<file path="src/rtl/vgacon_term_writer.sv">
// Terminal-style byte-stream front end for the VGA text console: tracks the cursor
// and colour, interprets control codes, and drives the text buffer's write port.
module vgacon_term_writer #(
   parameter int unsigned NUM_ROWS = 3,
   parameter int unsigned NUM_COLS = 10,
   parameter int unsigned ADDR_W   = 5
) (
   input  logic              clk,
   input  logic              rst,
   input  logic [7:0]        in_data,
   input  logic              in_valid,
   output logic              in_ready,
   output logic              buf_wr_en,
   output logic [ADDR_W-1:0] buf_wr_addr,
   output logic [7:0]        buf_wr_data,
   output logic [ADDR_W-1:0] buf_rd_addr,
   input  logic [7:0]        buf_rd_data,
   output logic [1:0]        cursor_row,
   output logic [3:0]        cursor_col,
   output logic              busy
);

   typedef enum logic [1:0] {
      IDLE,
      CLEAR,
      SCROLL_COPY,
      SCROLL_CLEAR
   } state_t;

   localparam logic [1:0]        LAST_ROW      = 2'(NUM_ROWS - 1);
   localparam logic [3:0]        LAST_COL      = 4'(NUM_COLS - 1);
   localparam logic [4:0]        CLEAR_LAST    = 5'(NUM_ROWS * NUM_COLS - 1);
   localparam logic [4:0]        COPY_LAST     = 5'((NUM_ROWS - 1) * NUM_COLS - 1);
   localparam logic [4:0]        SCLR_LAST     = 5'(NUM_COLS - 1);
   localparam logic [ADDR_W-1:0] COLS_A        = ADDR_W'(NUM_COLS);
   localparam logic [ADDR_W-1:0] LAST_ROW_BASE = ADDR_W'((NUM_ROWS - 1) * NUM_COLS);
   localparam logic [7:0]        SPACE         = 8'h20;

   state_t            state;
   logic [4:0]        cnt;
   logic              color_sel;
   logic [ADDR_W-1:0] cur_addr;

   always_comb begin
      cur_addr    = ADDR_W'(cursor_row) * COLS_A + ADDR_W'(cursor_col);
      in_ready    = (state == IDLE) && !rst;
      busy        = (state != IDLE);
      // Read runs one row ahead of the write, so the source row is never overwritten first.
      buf_rd_addr = (state == SCROLL_COPY && !rst) ? ADDR_W'(cnt) + COLS_A : '0;
   end

   always_ff @(posedge clk) begin
      if (rst) begin
         state       <= IDLE;
         cnt         <= '0;
         cursor_row  <= '0;
         cursor_col  <= '0;
         color_sel   <= 1'b0;
         buf_wr_en   <= 1'b0;
         buf_wr_addr <= '0;
         buf_wr_data <= '0;
      end else begin
         buf_wr_en <= 1'b0;
         case (state)
            IDLE: begin
               cnt <= '0;
               if (in_valid) begin
                  if (in_data >= 8'h20 && in_data <= 8'h7E) begin
                     buf_wr_en   <= 1'b1;
                     buf_wr_addr <= cur_addr;
                     buf_wr_data <= {color_sel, in_data[6:0]};
                     if (cursor_col == LAST_COL) begin
                        cursor_col <= '0;
                        if (cursor_row == LAST_ROW) state <= SCROLL_COPY;
                        else cursor_row <= cursor_row + 2'd1;
                     end else begin
                        cursor_col <= cursor_col + 4'd1;
                     end
                  end else begin
                     case (in_data)
                        8'h0A: begin
                           cursor_col <= '0;
                           if (cursor_row == LAST_ROW) state <= SCROLL_COPY;
                           else cursor_row <= cursor_row + 2'd1;
                        end
                        8'h0D: cursor_col <= '0;
                        8'h08: if (cursor_col != '0) cursor_col <= cursor_col - 4'd1;
                        8'h0C: begin
                           state      <= CLEAR;
                           cursor_row <= '0;
                           cursor_col <= '0;
                        end
                        8'h0E: color_sel <= 1'b0;
                        8'h0F: color_sel <= 1'b1;
                        default: ;
                     endcase
                  end
               end
            end
            CLEAR: begin
               buf_wr_en   <= 1'b1;
               buf_wr_addr <= ADDR_W'(cnt);
               buf_wr_data <= SPACE;
               if (cnt == CLEAR_LAST) begin
                  state <= IDLE;
                  cnt   <= '0;
               end else begin
                  cnt <= cnt + 5'd1;
               end
            end
            SCROLL_COPY: begin
               buf_wr_en   <= 1'b1;
               buf_wr_addr <= ADDR_W'(cnt);
               buf_wr_data <= buf_rd_data;
               if (cnt == COPY_LAST) begin
                  state <= SCROLL_CLEAR;
                  cnt   <= '0;
               end else begin
                  cnt <= cnt + 5'd1;
               end
            end
            SCROLL_CLEAR: begin
               buf_wr_en   <= 1'b1;
               buf_wr_addr <= LAST_ROW_BASE + ADDR_W'(cnt);
               buf_wr_data <= SPACE;
               if (cnt == SCLR_LAST) begin
                  state <= IDLE;
                  cnt   <= '0;
               end else begin
                  cnt <= cnt + 5'd1;
               end
            end
            default: state <= IDLE;
         endcase
      end
   end

endmodule
</file>
<file path="config.mk">
export PLATFORM = sky130hd
export DESIGN_NAME = vgacon_term_writer
export DESIGN_NICKNAME = d
export VERILOG_FILES = /design/src/rtl/vgacon_term_writer.sv
export SDC_FILE = /design/constraint.sdc
export NUM_CORES = 1
export LEC_CHECK = 0
export CORE_MARGIN = 2
export CORE_UTILIZATION = 50
export DETAILED_ROUTE_END_ITERATION = 8
export GPL_TIMING_DRIVEN = 0
export PLACE_DENSITY = 0.92
export SKIP_CTS_REPAIR_TIMING = 1
export SYNTH_ARGS = -nofsm -noshare
export SYNTH_HDL_FRONTEND = slang
export SYNTH_SLANG_ARGS = --single-unit
</file>
<file path="constraint.sdc">
create_clock -name clk -period 4.9 [get_ports clk]
set_clock_uncertainty 0.2 [all_clocks]
set_input_delay 1.225 -clock clk [delete_from_list [all_inputs] [get_ports clk]]
set_output_delay 1.225 -clock clk [all_outputs]
set_load 0.02 [all_outputs]
</file>
Word level (Yosys, flattened, before mapping)
Cells that the tools add are included.

operators by class
  eq/ne operators = 23
  add/sub/neg operators = 7
  bitwise gates (word level) = 1
  $lt $le $gt $ge = 2
  reductions and logical operators = 19
  multipliers = 1
  muxes and demuxes = 32

operator list
  operator             number
  $eq 8x4->1 const B   6
  $mux 5               6
  $pmux 8 s3           1
  $mux 2               10
  $pmux 5 s4           1
  $mux 8               2
  $pmux 5 s3           1
  $mux 4               3
  $reduce_and 4->1     3
  $eq 5x5->1 const B   2
  $ge 8x6->1 const B   1
  $le 8x7->1 const B   1
  $pmux 2 s2           2
  $pmux 2 s4           1
  $pmux 4 s2           1
  $eq 2x2->1 const B   3
  $ne 2x1->1 const B   3
  $ne 2x2->1 const B   3
  $reduce_and 6->1     1
  $reduce_bool 3->1    2
  $reduce_or 3->1      2
  $add 5x1->5 const B  1
  $add 5x4->5          1
  $add 5x4->5 const B  1
  other kinds (21)     27

storage, ports and cells
  bits in registers = 28
  input bits = 19

Logic depth before layout (Yosys ltp)
  depth in word-level cells = 6
  mapped depth = 7

Least setup slack after synthesis
No wires, ideal clock.

  path type = input port to flip-flop
  from = input port in_data[4]
  to = register state[0]
  path slack = 1628 ps
  cell stages on the path = 5
  required time = 4629 ps
  path buffers = 0
  data arrival time = 3002 ps
  cell sequence = or3b_4 > or4_4 > a311o_1 > a2111o_1 > a21oi_1

on the way
  longest elaborated chain between the ends = 5
  elaborated cells between the ends (all ways) = 12

RTL lines
  element                                                 line    RTL
  start, declared                                         10      input logic [7:0] in_data,
  $ge 8x6->1 (tied with other cells)                      68      if (in_data >= 8'h20 && in_data <= 8'h7E) begin
  $logic_and 1x1->1 / $pmux 2 s2 (equally long branches)  68, 80
  $mux 2                                                  68
  $mux 2                                                  67      if (in_valid) begin
  $pmux 2 s4                                              64      case (state)
  end signal, assigned                                    74      if (cursor_row == LAST_ROW) state <= SCROLL_COPY;
  end signal, assigned                                    83      if (cursor_row == LAST_ROW) state <= SCROLL_COPY;
  end signal, assigned                                    89      state <= CLEAR;
  end, declared                                           39      state_t state;

Parallel ways exist; a longest one is shown, timed or not. The select of a mux whose other input is x is not followed.
A chain may end at the register's enable or synchronous reset.

Worst setup path after layout
  from = input port rst
  to = output port in_ready

on the way
  longest elaborated chain between the ends = 2

RTL lines
  element            line  RTL
  start, declared    9     input logic rst,
  $logic_not 1->1    46    in_ready = (state == IDLE) && !rst;
  $logic_and 1x1->1  46
  end, declared      12    output logic in_ready,

No other way between the ends.

==> run summary <==
Run status -> finished clean
Antenna Diode Count -> 0
Drt first pass iters -> 4
Detail Route Antenna Nets -> 0
CTS sink cnt -> 28
H-Tree Depth -> 1
Slew margin rel. -> 0.3666
GR Layer Usage met2 -> 0.4470
CTS buffer count -> 3
Distinct cells, synth -> 43
Root Buffer Master -> clkbuf_8
RR Startpoint -> cursor_col[0]$_SDFFE_PP0P_
Ys Warns -> 0
R2R Setup Slk -> 2.33 ns
Fmax -> 230.8 MHz
Placed Cells -> 330
Area delta synth->final -> 29.18%
Largest net degree at the start of global routing -> 17
Drt via density -> 5.728
Cell Area, Synth -> 1926 µm²
Count of final max-slew check failures -> 0
Ys flop type -> dfxtp_1
Core ar. -> 3689 µm²
Fillers -> 320
Period minus WS final -> 4.333 ns
Worst EP arrival -> 2.91 ns
Layout cells sized above 1 -> 0.03147
Crit path capture type -> output pin
Total stage count of the critical path -> 4
Pwr Density -> 215.0 nW/µm²
Global Route met3 Usage -> 0.01704
Maximum VDD drop -> 102.2 µV
Drt wl/cell -> 15.47 µm
Fraction of registers with async set or reset after synthesis -> 0
First-pass GRT wire length -> 8342 µm
Placed cell area -> 2416 µm²
Fin Hold WS -> 0.3061 ns
Global route overflow -> 0
Vias in the first global route -> 1807
Longest Clk Path Bufs -> 2
Met1 Use GR -> 0.3214
Crit path top cell by count -> clkdlybuf4s50_1
I/O Pins -> 46
Post-route DRC -> 0
Leakage -> 0.9360 nW
Buffers on Ports -> 43
Number of flops mapped to enable cells by yosys -> 0
R2r worst-path depth -> 7
Crit-path leading delay family -> buffers and inverters
CP max-delay cell -> clkdlybuf4s50_1
DR vias -> 1913
Syn Inst Count -> 239
Design Area, Final -> 2487 µm²
Setup CP Type -> in2out
Setup TNS -> 0 ns
GRT busiest layer -> met2
Worst hold endpoint -> buf_wr_data[0]$_SDFFE_PP0P_
HP Start -> buf_wr_data[0]$_SDFFE_PP0P_
Dpl ws -> 0.5915 ns
CTS tree -> yes
DRT iter0 DRCs -> 216
CP required -> 3.47 ns
FF-to-FF End -> cursor_col[2]$_SDFFE_PP0P_
Worst Path Buf+Inv -> 3
Initial antenna violation count -> 0
Die Height -> 66.06 µm
Register bit total from synthesis -> 28
CP Cell Sequence -> clkdlybuf4s50_1, clkbuf_1, nor2_1, clkdlybuf4s50_1
Hold crit path type -> reg2reg
Final Hold Vio Count -> 0
Avg Cell Area, Syn -> 8.057 µm²
Die Span X -> 66.06 µm
Hold-critical path depth -> 2
Final GP Congestion -> 0.8844
Worst-path clk slew -> 0.10 ns
Clk_lat worst skew -> 0.28 ns
Die area -> 4363 µm²
Max Cap Viol -> 0
Post-route setup slack -> 0.5671 ns
Cell Count, Final, Fillers Out -> 334
Critical path fanouts, max -> 10
Post-Synthesis Net Count -> 281
RSZ-0062 raised after global routing -> false
Startpoint Class -> primary input
Final Power -> 534.8 µW
Tcrit/Tclk final -> 0.8843
NumNets Final -> 329
Row count -> 22
DRT Wirelength -> 5168 µm
Initial Utilization -> 0.5220
Global Route Usage Sum -> 0.2460
# setup viols final -> 0
Critical Path Max Stage Delay -> 0.59 ns
Worst-margin pin slew -> 0.9421 ns
Detailed Place HPWL -> 3970 µm
Final core occ -> 0.6744
Register area share after synthesis -> 0.2911
worst max path at each step:
| stage | startpoint | endpoint | slack, ns |
|---|---|---|---|
| floorplan | in_data[4] | state[0]$_SDFFE_PP0P_ | 1.63 |
| global placement | rst | in_ready | 0.60 |
| detailed placement | rst | in_ready | 0.59 |
| CTS | rst | in_ready | 0.59 |
| global route | rst | in_ready | 0.49 |
| finish | rst | in_ready | 0.57 |
layout make-up:
cell class | instances | area [µm²] | area share
sequential | 28 | 560.5 | 0.2254
buffer | 11 | 41.29 | 0.01660
timing repair buffer | 43 | 430.4 | 0.1730
inverter | 15 | 56.30 | 0.02264
tap | 48 | 60.06 | 0.02414
clock inverter | 1 | 30.03 | 0.01207
clock buffer | 3 | 41.29 | 0.01660
multi-input combinational | 185 | 1267 | 0.5096
layout by cell type, fill, tap and decap left out, types with 2 or more instances in the layout:
master / Yosys / final
nor2b_1: 3 / 3
nor2_1: 37 / 37
ha_1: 22 / 22
nor3_1: 5 / 5
dfxtp_1: 28 / 28
clkbuf_1: 10 / 10
nand2_1: 15 / 15
clkdlybuf4s50_1: 0 / 43
nand2b_1: 3 / 3
nor4_1: 2 / 2
mux2i_1: 4 / 4
o21ai_0: 6 / 6
xor2_1: 4 / 4
and2_1: 2 / 2
o31ai_1: 3 / 3
or2_2: 2 / 2
nor3b_1: 2 / 2
a21oi_1: 13 / 13
xnor2_1: 6 / 6
and3_1: 3 / 3
nand3_1: 7 / 7
a21o_1: 2 / 2
a22oi_1: 8 / 8
inv_1: 15 / 15
clkbuf_8: 0 / 3
a211oi_1: 15 / 15
a221oi_1: 4 / 4
worst reg2reg max path, stage by stage, from the launching register on:
cell,delay (ns)
dfxtp_1,0.52
inv_1,0.17
ha_1,0.22
nor3b_1,0.14
nor4_1,0.73
a21o_1,0.17
nand2_1,0.07
a221oi_1,0.26
power by group:
part | switching [mW] | leakage, nW | total [mW] | internal, mW
clock network | 0.0777 | 0.0357 | 0.187 | 0.110
registers | 0.00708 | 0.228 | 0.243 | 0.236
logic | 0.0544 | 0.672 | 0.104 | 0.0500
cell usage after synthesis, types with 4 or more instances:
library cell / number / area share
mux2i_1: 4 / 0.021
a21oi_1: 13 / 0.034
ha_1: 22 / 0.14
nand3_1: 7 / 0.018
dfxtp_1: 28 / 0.29
xnor2_1: 6 / 0.027
a22oi_1: 8 / 0.031
inv_1: 15 / 0.029
nand2_1: 15 / 0.029
a211oi_1: 15 / 0.058
o21ai_0: 6 / 0.016
nor2_1: 37 / 0.072
clkbuf_1: 10 / 0.019
a221oi_1: 4 / 0.018
nor3_1: 5 / 0.013
xor2_1: 4 / 0.018
layer usage:
| metal | part of all wire | vias to the layer above |
|---|---|---|
| met5 | 0 | - |
| met4 | 0.0070 | 0 |
| met3 | 0.066 | 6 |
| met2 | 0.51 | 78 |
| met1 | 0.42 | 883 |
| li1 | - | 946 |
flip-flops by register name (all words and copies together), names as in the netlist:
signal	count
cursor_col	4
buf_wr_addr	5
buf_wr_en	1
color_sel	1
cursor_row	2
buf_wr_data	8
cnt	5
state	2
cell families (layout without fill, tap and decap cells):
logic type	count (synthesis)	count (layout)	share of synthesized area
muxes	4	4	0.02079
buffers and inverters	26	73	0.05068
xor gates and xnor gates	10	10	0.04548
and+or+nand+nor	86	86	0.2118
adders and majority gates	23	23	0.1533
AOI/OAI and AO/OA	62	62	0.2268
DFF	28	28	0.2911
No activity file was read; power rests on OpenSTA's default activity.
